`src/rtl/gpio_pulpino_stream.sv`:
```
// gpio_pulpino_stream
//   A FIFO-buffered word bridge between the USB host registers and the
//   PULPino GPIO pins. It moves WORD_W-bit words one LANE_W-bit lane at a time
//   and uses toggle handshakes on both sides.
//
//   Downstream path: the host pushes a word into a DEPTH-entry FIFO. A lane
//   shifter presents that word to PULPino one lane at a time. PULPino can
//   abort the rest of the word.
//
//   Upstream path: an assembler collects the lanes coming from PULPino. It
//   pushes a word of LANES lanes, or a shorter word when PULPino ends it early,
//   into a DEPTH-entry FIFO. The FIFO also stores the lane count of each word.
//
// Optional feature: define GPIO_STREAM_ERR_EN to add the sticky error flags
//   err_o[0] (overflow) and err_o[1] (underflow) and the clear input err_clr_i.
//
// Ports
//   clk, reset_i            clock and synchronous active-high reset
//   host_wr_i/_data_i       push strobe (acts on its rising edge) and the word to push
//   host_rd_i               pop strobe (acts on its rising edge)
//   host_rd_data_o/_len_o   upstream head word and its lane count (0 when empty)
//   down_count_o/up_count_o occupancy of each FIFO
//   gpio_data_in_o          lane presented to PULPino
//   down_io_turn_o          [0] toggles for each new lane; [1] marks the first lane
//   down_valid_o            a word is loaded in the lane shifter
//   down_pulp_turn_i        [0] toggle consumes a lane; [1] aborts the word
//   down_done_o             toggles each time a word retires
//   gpio_data_out_i         lane from PULPino
//   up_pulp_turn_i          [0] toggle means a lane is valid; [1] marks the last lane
//   up_io_turn_o            toggles each time a lane is accepted

module gpio_pulpino_stream_fifo #(
  parameter int WIDTH = 32,
  parameter int DEPTH = 4,
  parameter int CNT_W = 3
) (
  input  logic             clk,
  input  logic             reset_i,
  input  logic             push,
  input  logic [WIDTH-1:0] push_data,
  input  logic             pop,
  output logic [WIDTH-1:0] head,
  output logic [CNT_W-1:0] count
);
  localparam int PTR_W = $clog2(DEPTH);

  logic [WIDTH-1:0] mem [DEPTH];
  logic [PTR_W-1:0] wr_ptr;
  logic [PTR_W-1:0] rd_ptr;

  // The caller only pushes when there is room, counting a pop in the same
  // cycle as room, and only pops when the FIFO is non-empty.
  // DEPTH is a power of two, so the pointers wrap naturally.
  always_ff @(posedge clk) begin
    if (reset_i) begin
      wr_ptr <= '0;
      rd_ptr <= '0;
      count  <= '0;
    end else begin
      if (push) begin
        mem[wr_ptr] <= push_data;
        wr_ptr      <= wr_ptr + 1'b1;
      end
      if (pop) begin
        rd_ptr <= rd_ptr + 1'b1;
      end
      case ({push, pop})
        2'b10:   count <= count + 1'b1;
        2'b01:   count <= count - 1'b1;
        default: ;
      endcase
    end
  end

  assign head = (count != '0) ? mem[rd_ptr] : '0;
endmodule

module gpio_pulpino_stream #(
  parameter int WORD_W = 32,
  parameter int LANE_W = 8,
  parameter int DEPTH  = 4,
  localparam int LANES = WORD_W / LANE_W,
  localparam int LEN_W = $clog2(LANES + 1),
  localparam int CNT_W = $clog2(DEPTH + 1)
) (
  input  logic              clk,
  input  logic              reset_i,
  input  logic              host_wr_i,
  input  logic [WORD_W-1:0] host_wr_data_i,
  input  logic              host_rd_i,
  output logic [WORD_W-1:0] host_rd_data_o,
  output logic [LEN_W-1:0]  host_rd_len_o,
  output logic [CNT_W-1:0]  down_count_o,
  output logic [CNT_W-1:0]  up_count_o,
  output logic [LANE_W-1:0] gpio_data_in_o,
  output logic [1:0]        down_io_turn_o,
  output logic              down_valid_o,
  input  logic [1:0]        down_pulp_turn_i,
  output logic              down_done_o,
  input  logic [LANE_W-1:0] gpio_data_out_i,
  input  logic [1:0]        up_pulp_turn_i,
  output logic              up_io_turn_o
`ifdef GPIO_STREAM_ERR_EN
  ,
  output logic [1:0]        err_o,
  input  logic              err_clr_i
`endif
);
  typedef enum logic {D_IDLE, D_LOADED} down_state_t;

  // Host strobe edge detection. The previous-value registers reset to 1, so
  // a strobe that is held high through reset does nothing until it drops.
  logic wr_prev, rd_prev, wr_rise, rd_rise;

  always_ff @(posedge clk) begin
    if (reset_i) begin
      wr_prev <= 1'b1;
      rd_prev <= 1'b1;
    end else begin
      wr_prev <= host_wr_i;
      rd_prev <= host_rd_i;
    end
  end

  assign wr_rise = host_wr_i & ~wr_prev;
  assign rd_rise = host_rd_i & ~rd_prev;

  // Downstream FIFO and lane shifter
  down_state_t       down_state;
  logic [WORD_W-1:0] down_head;
  logic [WORD_W-1:0] down_rest;
  logic [LEN_W-1:0]  down_lane;
  logic              down_known, down_event, down_pop, down_push, down_room;

  assign down_pop   = (down_state == D_IDLE) && (down_count_o != '0);
  assign down_room  = (down_count_o != CNT_W'(DEPTH)) || down_pop;
  assign down_push  = wr_rise && down_room;
  assign down_event = down_pulp_turn_i[0] != down_known;

  gpio_pulpino_stream_fifo #(.WIDTH(WORD_W), .DEPTH(DEPTH), .CNT_W(CNT_W)) u_down_fifo (
    .clk      (clk),
    .reset_i  (reset_i),
    .push     (down_push),
    .push_data(host_wr_data_i),
    .pop      (down_pop),
    .head     (down_head),
    .count    (down_count_o)
  );

  // down_rest holds the lanes that have not been presented yet. This means
  // the next lane is always in its low bits. down_known follows turn[0] on
  // every cycle, so PULPino toggles seen while IDLE are dropped.
  always_ff @(posedge clk) begin
    if (reset_i) begin
      down_state     <= D_IDLE;
      down_rest      <= '0;
      down_lane      <= '0;
      gpio_data_in_o <= '0;
      down_io_turn_o <= 2'b00;
      down_valid_o   <= 1'b0;
      down_done_o    <= 1'b0;
      down_known     <= down_pulp_turn_i[0];
    end else begin
      down_known <= down_pulp_turn_i[0];
      case (down_state)
        D_IDLE: begin
          if (down_pop) begin
            down_state     <= D_LOADED;
            down_rest      <= down_head >> LANE_W;
            gpio_data_in_o <= down_head[LANE_W-1:0];
            down_io_turn_o <= {1'b1, ~down_io_turn_o[0]};
            down_valid_o   <= 1'b1;
            down_lane      <= LEN_W'(1);
          end
        end
        D_LOADED: begin
          if (down_event) begin
            if (down_pulp_turn_i[1] || (down_lane == LEN_W'(LANES))) begin
              down_state   <= D_IDLE;
              down_valid_o <= 1'b0;
              down_done_o  <= ~down_done_o;
            end else begin
              down_rest      <= down_rest >> LANE_W;
              gpio_data_in_o <= down_rest[LANE_W-1:0];
              down_io_turn_o <= {1'b0, ~down_io_turn_o[0]};
              down_lane      <= down_lane + 1'b1;
            end
          end
        end
        default: down_state <= D_IDLE;
      endcase
    end
  end

  // Upstream assembler and FIFO. New lanes enter at the top. The lowest lane
  // of a full word only exists at the moment the word is pushed, so the
  // assembler register keeps just the upper LANES-1 lanes.
  logic [WORD_W-LANE_W-1:0] up_asm;
  logic [WORD_W-1:0]        up_asm_next, up_word;
  logic [LEN_W-1:0]         up_n, up_n_next;
  logic [31:0]              up_shift;
  logic [WORD_W+LEN_W-1:0]  up_head;
  logic                     up_known, up_event, up_complete, up_room;
  logic                     up_accept, up_push, up_pop;

  assign up_event    = up_pulp_turn_i[0] != up_known;
  assign up_asm_next = {gpio_data_out_i, up_asm};
  assign up_n_next   = up_n + 1'b1;
  assign up_complete = (up_n_next == LEN_W'(LANES)) || up_pulp_turn_i[1];
  assign up_pop      = rd_rise && (up_count_o != '0);
  assign up_room     = (up_count_o != CNT_W'(DEPTH)) || up_pop;
  // A lane that completes a word while the FIFO is full stays pending.
  // Because known is not updated, the toggle is seen again on the next cycle.
  assign up_accept   = up_event && (!up_complete || up_room);
  assign up_push     = up_accept && up_complete;
  assign up_shift    = 32'(LANE_W * (LANES - int'(up_n_next)));
  assign up_word     = up_asm_next >> up_shift;

  gpio_pulpino_stream_fifo #(.WIDTH(WORD_W + LEN_W), .DEPTH(DEPTH), .CNT_W(CNT_W)) u_up_fifo (
    .clk      (clk),
    .reset_i  (reset_i),
    .push     (up_push),
    .push_data({up_n_next, up_word}),
    .pop      (up_pop),
    .head     (up_head),
    .count    (up_count_o)
  );

  assign {host_rd_len_o, host_rd_data_o} = up_head;

  always_ff @(posedge clk) begin
    if (reset_i) begin
      up_asm       <= '0;
      up_n         <= '0;
      up_io_turn_o <= 1'b0;
      up_known     <= up_pulp_turn_i[0];
    end else if (up_accept) begin
      up_known     <= up_pulp_turn_i[0];
      up_io_turn_o <= ~up_io_turn_o;
      if (up_complete) begin
        up_asm <= '0;
        up_n   <= '0;
      end else begin
        up_asm <= up_asm_next[WORD_W-1:LANE_W];
        up_n   <= up_n_next;
      end
    end
  end

`ifdef GPIO_STREAM_ERR_EN
  // Sticky error flags. If a flag is set and cleared in the same cycle, the set wins.
  logic [1:0] err_set;
  assign err_set = {rd_rise && (up_count_o == '0), wr_rise && !down_room};

  always_ff @(posedge clk) begin
    if (reset_i) begin
      err_o <= 2'b00;
    end else begin
      err_o <= (err_o & ~{2{err_clr_i}}) | err_set;
    end
  end
`endif
endmodule

```
`config.mk`:
```
export PLATFORM = sky130hd
export DESIGN_NAME = gpio_pulpino_stream
export DESIGN_NICKNAME = d
export VERILOG_FILES = /design/src/rtl/gpio_pulpino_stream.sv
export SDC_FILE = /design/constraint.sdc
export NUM_CORES = 1
export LEC_CHECK = 0
export ABC_AREA = 1
export CORE_ASPECT_RATIO = 1.2
export CORE_MARGIN = 2
export CORE_UTILIZATION = 45
export DETAILED_ROUTE_END_ITERATION = 8
export PLACE_DENSITY = 0.67
export RECOVER_POWER = 100
export SYNTH_ARGS = -nofsm -noshare
export SYNTH_HDL_FRONTEND = slang
export SYNTH_HIERARCHICAL = 1
export SYNTH_SLANG_ARGS = --single-unit
```
`constraint.sdc`:
```
create_clock -name clk -period 4.59 [get_ports clk]
set_input_delay 0.6885 -clock clk [delete_from_list [all_inputs] [get_ports clk]]
set_output_delay 0.6885 -clock clk [all_outputs]
set_load 0.05 [all_outputs]
```
Word level (Yosys, flattened, before mapping) --
Memory sizes are Yosys's and may differ from the RTL's. A register that Yosys moved wholly into a read port is not among the register bits. Index checks and enable logic that the tools add are counted.
Cells by class: $add $sub $neg 11, eq/ne operators 14, shift operators 1, mux-type cells 42, bitwise gates (word level) 8, reduce and logical (&&, ||, !) cells 19
Operators with widths (count):
- $mux 32 | 4
- $pmux 32 s2 | 1
- $mux 35 | 1
- $shr 32x32->32 | 1
- $mux 24 | 1
- $mux 8 | 3
- $pmux 3 s2 | 3
- $pmux 8 s2 | 1
- $mux 1 | 14
- $mux 2 | 7
- $add 3x1->3 const B | 4
- $mux 3 | 4
- $reduce_and 3->1 | 3
- $add 2x1->2 const B | 4
- $eq 3x3->1 const B | 2
- $ne 3x3->1 const B | 2
- $not 1->1 | 6
- $reduce_bool 2->1 | 3
- $reduce_bool 3->1 | 2
- $sub 3x1->3 const B | 2
- $logic_and 1x1->1 | 5
- $logic_or 1x1->1 | 5
- $eq 2x1->1 const B | 2
- $eq 2x2->1 const B | 2
- other kinds (8) | 13
Storage, ports and cells: register bits 94, RAM bits 268, bits of input ports 48, output and inout port bits 54, memories kept 2
Memories:
- u_up_fifo.mem | depth 4, bits a word 35, read ports 1, clocked after memory_dff 1, write ports 1, RTL line 47 | logic [WIDTH-1:0] mem [DEPTH];
- u_down_fifo.mem | depth 4, bits a word 32, read ports 1, clocked after memory_dff 1, write ports 1, RTL line 47

Depth between registers and ports, before layout --
Gate-level depths: netlist (run 1).
depth in word-level cells 10, gate-level depth with buffers 23, gate-level depth less buffers 22

Modules after synthesis --
Netlist (run 1), hierarchy kept.
Modules (own cells, without submodules):
- gpio_pulpino_stream_fifo at u_up_fifo | times used 1, cells each 505, area an instance 5989.5 um2, sequential area each 4384.2 um2
- gpio_pulpino_stream_fifo at u_down_fifo | times used 1, cells each 466, area an instance 5469.0 um2, sequential area each 4023.9 um2
- gpio_pulpino_stream | times used 1, cells each 657, area an instance 4083.9 um2, sequential area each 1451.4 um2

Worst setup path after synthesis (run 1) --
OpenSTA, ideal clock, no wires.
path type flip-flop to flip-flop, start reg up_n[0], end mem u_up_fifo/mem[0][0] (netlist bit) (enable), arrival time 3.315 ns, required time 4.163 ns, path slack 0.848 ns, stages on the path, launching flop included 16, cells stage by stage dfxtp_1 > ha_1 > inv_1 > nand2_1 > nand2_1 > ha_1 > nor2_1 > nor2_1 > nand2_1 > nand2_1 > buf_4 > inv_2 > nand2_1 > inv_1 > nand2_1 > nor2_1
On the way: word-level cells in the longest chain between the ends 10
Ends and longest elaborated chain:
- start, declared | RTL line 200 | logic [LEN_W-1:0] up_n, up_n_next;
- start signal, assigned | RTL line 245 | up_n <= up_n_next;
- $add 3x1->3 * | RTL line 208 | assign up_n_next = up_n + 1'b1;
- net up_n_next[2] | RTL line 200
- $eq 3x3->1 * | RTL line 209 | assign up_complete = (up_n_next == LEN_W'(LANES)) || up_pulp_turn_i[1];
- $logic_or 1x1->1 * | RTL line 209
- $logic_not 1->1 | RTL line 214 | assign up_accept = up_event && (!up_complete || up_room);
- $logic_or 1x1->1 | RTL line 214
- $logic_and 1x1->1 | RTL line 214
- $logic_and 1x1->1 * | RTL line 215 | assign up_push = up_accept && up_complete;
- net up_push | RTL line 204 | logic up_accept, up_push, up_pop;
- $mux 1 * | RTL line 60 | if (push) begin
- $mux 1 * | RTL line 55 | if (reset_i) begin
- $mux 1 (implied by the code) * | RTL line 61 | mem[wr_ptr] <= push_data;
- end, declared | RTL line 47
Mark *: on every way through the listed nets, which the timed path passes. The rest lies on a longest branch.

==> flow_summary.yaml, run 1 <==
status:
  status: "finished, violations left"
  violations: "capacitance limit, slew limit"
synthesis:
  synthArstFlopShare_pct: 0
  synthMostInstantiatedCell: "nand2_1"
  yosysTopAreaCellShare_pct: 52.0
  synth_seq_area_share_pct: 63.4
  ys_types: 34
  synth_area_um2: 15500
  synth_common_cells: "nand2_1, edfxtp_1, nor2_1"
  syn-num-nets: 1693
  syn_area_per_cell_um2: 9.55
  ys.flop_type: "edfxtp_1"
  synth_enable_flop_cells: 269
  synth-warning-count: 6
  syn_inst: 1628
  synth_area_leader_cell: "edfxtp_1"
  synth_area_leaders: "edfxtp_1, dfxtp_1, nand2_1"
  synth-seq-cells: 358
cts:
  cts_buffer_depth: 3
  numCtsBuffers: 37
  clkSlewWorstSetupHoldPaths_ps: 60
  cts_root_buffer: "clkbuf_16"
  post-cts-setup-buffers: 0
  cts_tree: "yes"
  cts_hold_buf: 0
  htree_num_levels: 2
  cts_resized: 0
  clk_latency_ps: 510
  clock-sinks: 358
detailed_routing:
  vias_per_cell: 5.01
  vias: 10900
  totalWireLength_um: 33100
  drc: 0
  routedWlPerCell_um: 15.2
  drtIter0Drc: 771
  ant_nets: 0
  first_pass_iters: 8
flow_run:
  max-cap-violations: 4
placed_design:
  dpl_cell_area_um2: 16800
  dpl.hpwl_um: 20500
  io_buffers: 101
  gp_congestion: 0.815
  dpl.cell_count: 2117
timing:
  fmax_mhz: 254
  final_max_slew_viol_count: 132
  finalSetupViolCount: 0
  tns_ps: 0
  tightest_slew_ps: 2140
  fin_crit_ps: 3940
  grt_setup_unrepaired: "no"
  clock_skew_ps: 7.73
  period_share_pct: 85.9
  max-slew-margin-rel_pct: -43.0
  hold_violations: 0
layout:
  multi_input_area_um2: 4680
  final_nets: 1765
  final_cells: 2182
  areaGrowthSynthToFinish_pct: 15.2
  drive_gt1_share_pct: 5.21
  fill_cells: 3109
  regArea_um2: 9860
  fin_area_um2: 17900
  num_antenna_cells: 0
min_path:
  hold_path_class: "reg -> reg"
die:
  rows: 74
  die_x_um: 174
  io_pins: 102
  die_y_um: 208
  core_um2: 34100
  fp.dieArea_um2: 36000
  start_util_pct: 45.6
global_routing:
  grt_antenna_before_repair: 0
  grt_pass1_wl_um: 53800
  grt_usage_pct: 18.4
  overflow: 0
  grt_max_degree: 71
  first_global_vias: 10600
worst_setup_path:
  worstSetupEndpointType: "output port"
  crit_required_ps: 3900
  crit_type: "reg -> out"
  worstPathMaxFanout: 50
  crit_path_start_kind: "flip-flop"
  crit_arrival_ps: 3250
power_and_ir_drop:
  pwr_density_cell_nw_per_um2: 523
  p_leak_nw: 7.07
  ir_drop_mv: 0.344
layout by cell type (no fill, tap or decap):
master           synthesis  layout
inv_6                    2       1
clkbuf_2                 4       4
buf_4                   10      10
clkbuf_16                0      37
clkinv_1                 3       4
nor3b_1                  1       1
dfxtp_2                  0       2
nand2_2                  7       3
nand3_1                 79      79
clkdlybuf4s50_1          0      13
nor2_1                 225     217
a22oi_1                  0       3
nand4_1                  2       2
inv_4                    2       1
nor3_1                  14      14
dfxtp_1                 89      87
nor3_4                   1       2
clkinvlp_4               0       3
ha_1                    15      15
dlygate4sd3_1            0      88
clkbuf_8                 0       4
edfxtp_1               269     269
o22ai_1                  1       1
a311oi_1                 1       1
nor2_8                   1       1
nor2_2                   0       8
clkinv_2                 0       4
bufinv_16                0       5
inv_2                    5       3
a21oi_1                 94      94
fa_1                     2       2
inv_1                  107     110
xor2_1                   1       1
clkbuf_1                24      15
o21ai_1                 56      56
nand2_1                466     472
o21ai_0                 92      92
clkinvlp_2               0       2
cell type report:
class                      count  area share (%)
sequential                   358            55.1
multi-input combinational   1064            26.1
timing repair buffer         120            6.28
clock buffer                  51            5.69
tap                          456            3.19
inverter                     119            2.55
clock inverter                14            1.12
where the power goes:
part / leakage, nW / internal (mW) / total [mW] / switching (mW)
Sequential: 3.19 / 3.73 / 3.85 / 0.116
Combinational: 3.29 / 0.694 / 2.51 / 1.82
Clock: 0.586 / 1.83 / 3.00 / 1.17
cell families (layout without fill, tap and decap cells):
family | count (synthesis) | after routing | synth area share [%]
flops | 358 | 358 | 63.4
fa+ha+maj | 17 | 17 | 1.47
xor+xnor | 1 | 1 | 0.0564
compound gates | 247 | 247 | 8.13
simple gates | 799 | 799 | 20.5
buf+inv | 206 | 304 | 6.38
metrics by stage:
step | setup WS (ps) | hold WS, ps | power (mW) | utilization, %
after global routing | 402 | 503 | 9.91 | 52.6
after floorplan | 848 | 412 | 5.82 | -
final | 647 | 457 | 9.37 | 52.6
after detailed placement | 1100 | 447 | 6.50 | 49.2
after CTS | 652 | 457 | 9.51 | 52.8
after global placement | 1190 | 429 | 6.46 | 49.2
routing by layer:
metal | up-vias | GRT usage, % | part of all wire, %
li1 | 5502 | - | -
met2 | 240 | 34.0 | 52
met4 | 0 | 5.16 | 2.5
met3 | 58 | 2.60 | 4.3
met5 | - | 0 | 0
met1 | 5133 | 22.2 | 42
registers in the layout, indices dropped and copies added (netlist names), 8 cells and up, named ones only:
register and flops:
up_asm 24, down_rest 24, u_down_fifo/mem 128, u_up_fifo/mem 140, gpio_data_in_o 8
worst paths after layout:
check | from | end | slack [ps] | depth (start not counted)
worst max-delay path | flip-flop | host_rd_data_o[14] | 650 | 6
worst min-delay path | u_up_fifo/rd_ptr[1] | flip-flop | 460 | 1
worst max register to register | up_n[1] | u_up_fifo/mem[3][7] | 790 | 16
worst min register to register | u_up_fifo/rd_ptr[1] | flip-flop | 460 | 1
critical path, cell delays in order, from the launching register on:
cell,delay (ps)
dfxtp_2,1000
buf_4,410
nor2_1,90
nor2_1,90
o21ai_0,100
a21oi_1,140
dlygate4sd3_1,880
Note: power is estimated with default switching activity, not from simulation.
==> inputs of run 2 (changes only) <==
--- a/config.mk
+++ b/config.mk
@@ -6,6 +6,7 @@
 export NUM_CORES = 1
 export LEC_CHECK = 0
 export ABC_AREA = 1
+export CAP_MARGIN = 20
 export CORE_ASPECT_RATIO = 1.2
 export CORE_MARGIN = 2
 export CORE_UTILIZATION = 45
@@ -16,3 +17,4 @@
 export SYNTH_HDL_FRONTEND = slang
 export SYNTH_HIERARCHICAL = 1
 export SYNTH_SLANG_ARGS = --single-unit
+export TNS_END_PERCENT = 10
==> constraint.sdc (replaced) <==
create_clock -name clk -period 4.7 [get_ports clk]
set_input_delay 0.705 -clock clk [delete_from_list [all_inputs] [get_ports clk]]
set_output_delay 0.705 -clock clk [all_outputs]
set_load 0.05 [all_outputs]
==> run 2 against run 1 <==
Against the previous run:
- critical path type unchanged
- final cell count is 0.18% higher
- sequential power decreased by 2%
- the run still ends with capacitance limit, slew limit left
- non-clock buffer count is 1 higher
- global-route usage shrank 0.37 points
- clock power about the same
==> flow_summary.yaml, run 2 (synthesized netlist as in run 1, its figures left out) <==
status:
  status: "finished, violations left"
  violations: "capacitance limit, slew limit"
min_path:
  hold_path_class: "reg -> reg"
worst_setup_path:
  worstSetupEndpointType: "output port"
  crit_arrival_ps: 3220
  cpPeakStageDelay_ps: 970
  cpMostUsedCell: "nor2_1"
  crit_path_start_kind: "flip-flop"
  crit_buf_inv: 2
  cp_cell_sequence: "buf_4 > nor2_1 > nor2_1 > o21ai_0 > a21oi_1 > dlygate4sd3_1"
  critPathTopFamily: "buffers and inverters"
  slowest_stage: "dfxtp_2"
  crit_required_ps: 3990
  worstPathMaxFanout: 50
  crit_type: "reg -> out"
die:
  core_um2: 34100
  fp.dieArea_um2: 36000
  die_y_um: 208
  io_pins: 102
  start_util_pct: 45.6
  die_x_um: 174
  rows: 74
timing:
  tightest_slew_ps: 2140
  whs_ps: 442
  hold_violations: 0
  period_share_pct: 83.5
  finalSetupViolCount: 0
  clock_skew_ps: 20.9
  tns_ps: 0
  max-slew-margin-rel_pct: -42.9
  setup_ws_ps: 774
  fin_crit_ps: 3930
  fmax_mhz: 255
  final_max_slew_viol_count: 132
  grt_setup_unrepaired: "no"
detailed_routing:
  drc: 0
  routedWlPerCell_um: 14.9
  ant_nets: 0
  drtIter0Drc: 747
  vias: 10900
  totalWireLength_um: 32600
  first_pass_iters: 5
  vias_per_cell: 4.97
layout:
  num_antenna_cells: 0
  fill_cells: 3120
  regMostFlops: "u_up_fifo/mem"
  final_nets: 1766
  most-common-layout-cells: "nand2_1, edfxtp_1, nor2_1, inv_1, a21oi_1"
  final_cells: 2186
  fin_util_pct: 52.8
  largest_reg_flops: 140
  reg_top3: "u_up_fifo/mem (140), u_down_fifo/mem (128)"
  areaGrowthSynthToFinish_pct: 15.9
  drive_gt1_share_pct: 5.72
  mostFrequentLayoutCell: "nand2_1"
global_routing:
  grt_usage_pct: 18.0
  grt_pass1_wl_um: 52400
  first_global_vias: 10400
  overflow: 0
  grt_max_degree: 71
  grt_antenna_before_repair: 0
cts:
  cts_hold_buf: 0
  cts_buffer_depth: 3
  cts_root_buffer: "clkbuf_16"
  clkSlewWorstSetupHoldPaths_ps: 60
  clock-sinks: 358
  clk_latency_ps: 530
  post-cts-setup-buffers: 0
  cts_resized: 0
  htree_num_levels: 2
  numCtsBuffers: 37
  cts_tree: "yes"
placed_design:
  dpl.cell_count: 2116
  pre_cts_ws_ps: 1240
  gp_congestion: 0.819
  io_buffers: 101
  dpl.hpwl_um: 20300
power_and_ir_drop:
  clkPwrFrac_pct: 32.5
  p_leak_nw: 7.12
  p_switching_mw: 3.09
  swShare_pct: 33.4
  p_comb_share_pct: 26.8
  seq_power_share_pct: 40.7
  ir_drop_mv: 0.253
  p_int_mw: 6.14
  pwr_density_cell_nw_per_um2: 513
flow_run:
  max-cap-violations: 4
run 2: path summary, 6_finish.rpt:
kind / slack (ps) / startpoint / to / depth (start not counted)
max: 770 / flip-flop / host_rd_data_o[23] / 6
min reg2reg: 440 / u_up_fifo/rd_ptr[1] / u_up_fifo/rd_ptr[1] / 1
max reg2reg: 920 / up_n[1] / u_up_fifo/mem[3][6] / 16
min: 440 / u_up_fifo/rd_ptr[1] / u_up_fifo/rd_ptr[1] / 1
run 2: power by group through the flow:
stage                     clock (mW)  combinational [mW]  sequential (mW)
after floorplan                    0                1.73             3.95
after global placement             0                2.47             3.83
after detailed placement           0                2.50             3.83
after CTS                       3.05                2.52             3.76
after global routing            3.19                2.77             3.78
final                           3.00                2.48             3.76
run 2: area by class of cell:
cell class                      count  area, um2  share of cell area [%]
Inverter                          119        457                    2.54
Clock inverter                     16        175                   0.973
Clock buffer                       52       1090                    6.08
Sequential cell                   358       9860                    54.8
Timing Repair Buffer              121       1170                    6.50
Multi-Input combinational cell   1064       4680                    26.0
Tap cell                          456        571                    3.17
run 2: routing by layer:
layer | track usage (%) | share of wire [%]
met1 | 21.8 | 43
met2 | 32.9 | 51
met3 | 2.58 | 3.9
met4 | 5.82 | 2.5
met5 | 0 | 0
run 2: through the flow:
stage               area (um2)  power, mW
floorplan                15500       5.68
global placement         16800       6.30
detailed placement       16800       6.33
CTS                      18000       9.34
global route             18000       9.75
finish                   18000       9.23
run 2: worst reg2reg max path, cell delays in order, from the launching register on:
cell and delay, ps:
dfxtp_1 350, ha_1 170, inv_1 40, nand2_1 50, nand2_1 180, ha_1 270, nor2_1 360, nor2_1 90
nand2_1 90, nand2_1 60, buf_4 240, inv_1 260, nand2_1 90, inv_1 80, nand2_1 140, nor2_2 110
clkbuf_2 800
==> inputs of run 3 (changes only) <==
==> constraint.sdc (replaced) <==
create_clock -name clk -period 3.81 [get_ports clk]
set_input_delay 0.5715 -clock clk [delete_from_list [all_inputs] [get_ports clk]]
set_output_delay 0.5715 -clock clk [all_outputs]
set_load 0.05 [all_outputs]
==> run 3 against run 2 <==
Against the previous run:
- the run still ends with capacitance limit, slew limit left
- total power increased by 20%
- hold slack improved by 6.5 ps
- core utilization decreased by 0.40 points
- worst setup slack got worse by 410 ps
- clock power increased by 12%
- die area unchanged
- register-to-register slack got worse by 510 ps
- critical path depth decreased by 1
- clock skew increased by 4.7 ps
- sequential power increased by 23%
- cell area decreased by 0.76%
- highest routed layer unchanged
==> flow_summary.yaml, run 3 (synthesized netlist as in run 1, its figures left out) <==
detailed_routing:
  drc: 0
  ant_nets: 0
  drtIter0Drc: 734
  routedWlPerCell_um: 15.2
  totalWireLength_um: 33200
  vias: 10900
  first_pass_iters: 6
  vias_per_cell: 4.99
cts:
  clk_latency_ps: 510
  clkSlewWorstSetupHoldPaths_ps: 60
  clock-sinks: 358
  numCtsBuffers: 37
  htree_num_levels: 2
  cts_resized: 0
  cts_tree: "yes"
  post-cts-setup-buffers: 0
  cts_buffer_depth: 3
  cts_root_buffer: "clkbuf_16"
  cts_hold_buf: 0
die:
  die_y_um: 208
  fp.dieArea_um2: 36000
  io_pins: 102
  core_um2: 34100
  start_util_pct: 45.6
  rows: 74
  die_x_um: 174
worst_setup_path:
  reg2reg_depth: 15
  worstPathMaxFanout: 44
  reg2reg_from: "up_n[0]"
  cp_cell_sequence: "inv_2 > buf_4 > nand2_1 > a21oi_1 > dlygate4sd3_1"
  regToRegEndpoint: "u_up_fifo/mem[3][5]"
  worstSetupEndpointType: "output port"
  slowest_stage: "dlygate4sd3_1"
  cpPeakStageDelay_ps: 890
  crit_type: "reg -> out"
  reg2reg_slack_ps: 410
  crit_required_ps: 3240
  crit_buf_inv: 3
  crit_arrival_ps: 2880
  crit_path_start_kind: "flip-flop"
  critPathTopFamily: "buffers and inverters"
timing:
  hold_violations: 0
  final_max_slew_viol_count: 80
  fmax_mhz: 290
  clock_skew_ps: 25.6
  max-slew-margin-rel_pct: -5.57
  setup_ws_ps: 361
  whs_ps: 448
  period_share_pct: 90.5
  tns_ps: 0
  tightest_slew_ps: 1580
  fin_crit_ps: 3450
  finalSetupViolCount: 0
  grt_setup_unrepaired: "no"
status:
  status: "finished, violations left"
  violations: "capacitance limit, slew limit"
flow_run:
  max-cap-violations: 2
layout:
  drive_gt1_share_pct: 5.26
  num_antenna_cells: 0
  reg_top3: "u_up_fifo/mem (140), u_down_fifo/mem (128)"
  final_nets: 1771
  largest_reg_flops: 140
  regMostFlops: "u_up_fifo/mem"
  final_cells: 2186
  fin_area_um2: 17900
  most-common-layout-cells: "nand2_1, edfxtp_1, nor2_1, inv_1, a21oi_1"
  areaGrowthSynthToFinish_pct: 15.0
  mostFrequentLayoutCell: "nand2_1"
  fill_cells: 3122
min_path:
  hold_depth: 1
  min_to: "u_down_fifo/rd_ptr[1]"
  min_from: "u_down_fifo/rd_ptr[1]"
  hold_path_class: "reg -> reg"
global_routing:
  grt_pass1_wl_um: 53400
  overflow: 0
  grt_usage_pct: 18.3
  grt_antenna_before_repair: 1
  grt_max_degree: 71
  first_global_vias: 10400
power_and_ir_drop:
  ir_drop_mv: 0.383
  pwr_density_cell_nw_per_um2: 619
  p_leak_nw: 7.06
placed_design:
  io_buffers: 101
  dpl.cell_count: 2122
  dpl_cell_area_um2: 16800
  pre_cts_ws_ps: 780
  dpl.hpwl_um: 20500
  gp_congestion: 0.862
-- run 3: cell types whose count changed in the layout (fill, tap and decap cells not counted), sizes merged --
cell,change
clkinv,+5
clkinvlp,-5
clkdlybuf4s50,-2
dlygate4sd3,+2
buf,+1
inv,-1
-- run 3: worst register-to-register path, cell delays in order (launching register included) --
cell and delay (ps):
dfxtp_1 420, ha_1 200, inv_1 40, nand2_1 40, nand2_1 60, ha_1 190, nor2_1 330, nor2_1 90
nand2_1 100, nand2_1 70, inv_1 220, nand2_1 90, inv_1 100, nand2_1 140, nor2_2 110, clkbuf_2 780
-- run 3: worst max path at each step --
stage	start	end	slack, ps	depth (start not counted)
after floorplan	up_n[0]	u_up_fifo/mem[0][0]	70	15
after global placement	up_pulp_turn_i[1]	u_up_fifo/count[2]	820	15
after detailed placement	up_pulp_turn_i[1]	u_up_fifo/count[2]	780	15
after CTS	flip-flop	host_rd_data_o[11]	380	5
after global routing	up_n[0]	u_up_fifo/mem[3][2]	120	15
final	flip-flop	host_rd_data_o[11]	360	5
-- run 3: per-layer routing --
| metal | vias to the layer above | part of all wire, % | track usage, % |
|---|---|---|---|
| met4 | 0 | 2.8 | 5.74 |
| li1 | 5526 | - | - |
| met1 | 5086 | 42 | 21.6 |
| met5 | - | 0 | 0 |
| met2 | 226 | 52 | 34.2 |
| met3 | 64 | 3.8 | 2.58 |
-- run 3: metrics by stage --
stage          total power, mW  util (%)
5_1_grt                   11.7      52.4
3_5_place_dp              7.85      49.4
3_3_place_gp              7.80      49.4
6_report                  11.1      52.4
4_1_cts                   11.2      52.6
2_1_floorplan             7.01         -
-- run 3: final cells by class --
type / count / area (um2) / share of cell area, %
flip-flops and latches: 358 / 9860 / 55.2
multi-input cells: 1064 / 4690 / 26.2
repair buffers: 126 / 1180 / 6.60
clock buffers: 48 / 967 / 5.41
well taps: 456 / 571 / 3.19
inverters: 119 / 462 / 2.58
clock inverters: 15 / 143 / 0.798
-- run 3: power breakdown --
part           internal [mW]  switching (mW)
registers               4.50           0.113
clock network           1.98            1.38
logic                  0.860            2.23
total                   7.34            3.72
==> variant: new RTL, settings of run 1 <==
The option `GPIO_STREAM_ERR_EN` is turned on by a define.
--- a/src/rtl/gpio_pulpino_stream.sv
+++ b/src/rtl/gpio_pulpino_stream.sv
@@ -28,6 +28,8 @@
 //   gpio_data_out_i         lane from PULPino
 //   up_pulp_turn_i          [0] toggle means a lane is valid; [1] marks the last lane
 //   up_io_turn_o            toggles each time a lane is accepted
+
+`define GPIO_STREAM_ERR_EN
 
 module gpio_pulpino_stream_fifo #(
   parameter int WIDTH = 32,
Ports: changed (added err_clr_i and err_o); port bits go from 102 to 105. The function was not compared with the original's and may differ.
==> variant against run 1 <==
- the flow still finishes with violations (max-capacitance violations, max-slew violations)
- worst setup slack got worse by 0.13 ns
- sequential cell count rose by 2
- worst hold slack lost 0.0075 ns
- wire length is 0.41% higher
- power is 1.7% lower
- clock power is 5% lower
- critical path depth is 1 lower
- synthesized area up 0.40%
- sequential share of layout area is 0.069 points higher
- global-route usage hardly changed
- design area increased by 0.28%
- register-to-register slack worse by 0.19 ns
- largest power group unchanged
- highest routed layer unchanged
==> variant: results (changes against run 1) <==
| Metric | Value |
|---|---|
| R2R Setup Slk | `0.60 ns (-0.19 ns)` |
| Worst path max stage delay | `0.92 ns (-0.08 ns)` |
| Worst Clk Skew | `0.0176 ns (+0.00992 ns)` |
| Vias/cell | `4.95 (-1.3%)` |
| Worst-Margin Slew | `1.71 ns (-0.430 ns)` |
| XOR/XNOR Fraction of Synth Area | `0.104% (+0.048 points)` |
| Slew Viols, Final | `91 (-31%)` |
| Post-layout min period | `4.07 ns (+0.126 ns)` |
| Fill count | `3123 (+0.45%)` |
| First drt pass iteration count | `6 (-2)` |
| Placed Cells | `2139 (+1.0%)` |
| Maxcap violations | `2 (-2)` |
| Max VDD drop | `0.326 mV (-5.3%)` |
| All-layer global routing usage | `18.4% (about the same)` |
| DRT met1 WL | `13.6 mm (-0.95%)` |
| Ranking of synthesized cells by area | `edfxtp_1, nand2_1, dfxtp_1` |
| Compound-cell area share of the yosys netlist | `7.18% (-0.95 points)` |
| Outcome | `finished with violations` |
| First-pass GRT wire length | `53.9 mm (+0.24%)` |
| Failing checks | `max-capacitance violations, max-slew violations` |
| GP Congestion | `0.849 (+4.3%)` |
| CTS buffer count | `38 (+2.7%)` |
| Post-DP HPWL | `20.6 mm (+0.72%)` |
| Area of placed instances | `0.0169 mm^2 (+0.60%)` |
| Synthesized Nets | `1711 (+1.1%)` |
| Vias in the first global route | `10600 (+0.047%)` |
| Commonest cells in the netlist | `nand2_1, edfxtp_1, nor2_1, inv_1, a21oi_1` |
-- variant: cell type report --
type / count / area, um^2 / area share (%)
Timing Repair Buffer: 120 / 1130 / 6.29
Antenna cell: 1 / 2.50 / 0.0139
Clock buffer: 52 / 1040 / 5.82
Multi-Input combinational cell: 1087 / 4750 / 26.5
Tap cell: 456 / 571 / 3.18
Inverter: 116 / 445 / 2.48
Clock inverter: 16 / 113 / 0.627
Sequential cell: 360 / 9900 / 55.1
-- variant: power groups by stage --
stage / clock network, mW / logic [mW] / registers [mW]
after floorplan: 0 / 1.77 / 4.05
after global placement: 0 / 2.55 / 3.91
after detailed placement: 0 / 2.58 / 3.91
after CTS: 2.91 / 2.60 / 3.84
after global routing: 3.05 / 2.84 / 3.86
final: 2.85 / 2.52 / 3.84
-- variant: critical path, delay by kind of cell (launching register included) --
family	cells	cell delay, ns
and+or+nand+nor	1	0.09
DFF	1	0.29
buffers and inverters	3	2.30
AOI/OAI and AO/OA	1	0.16
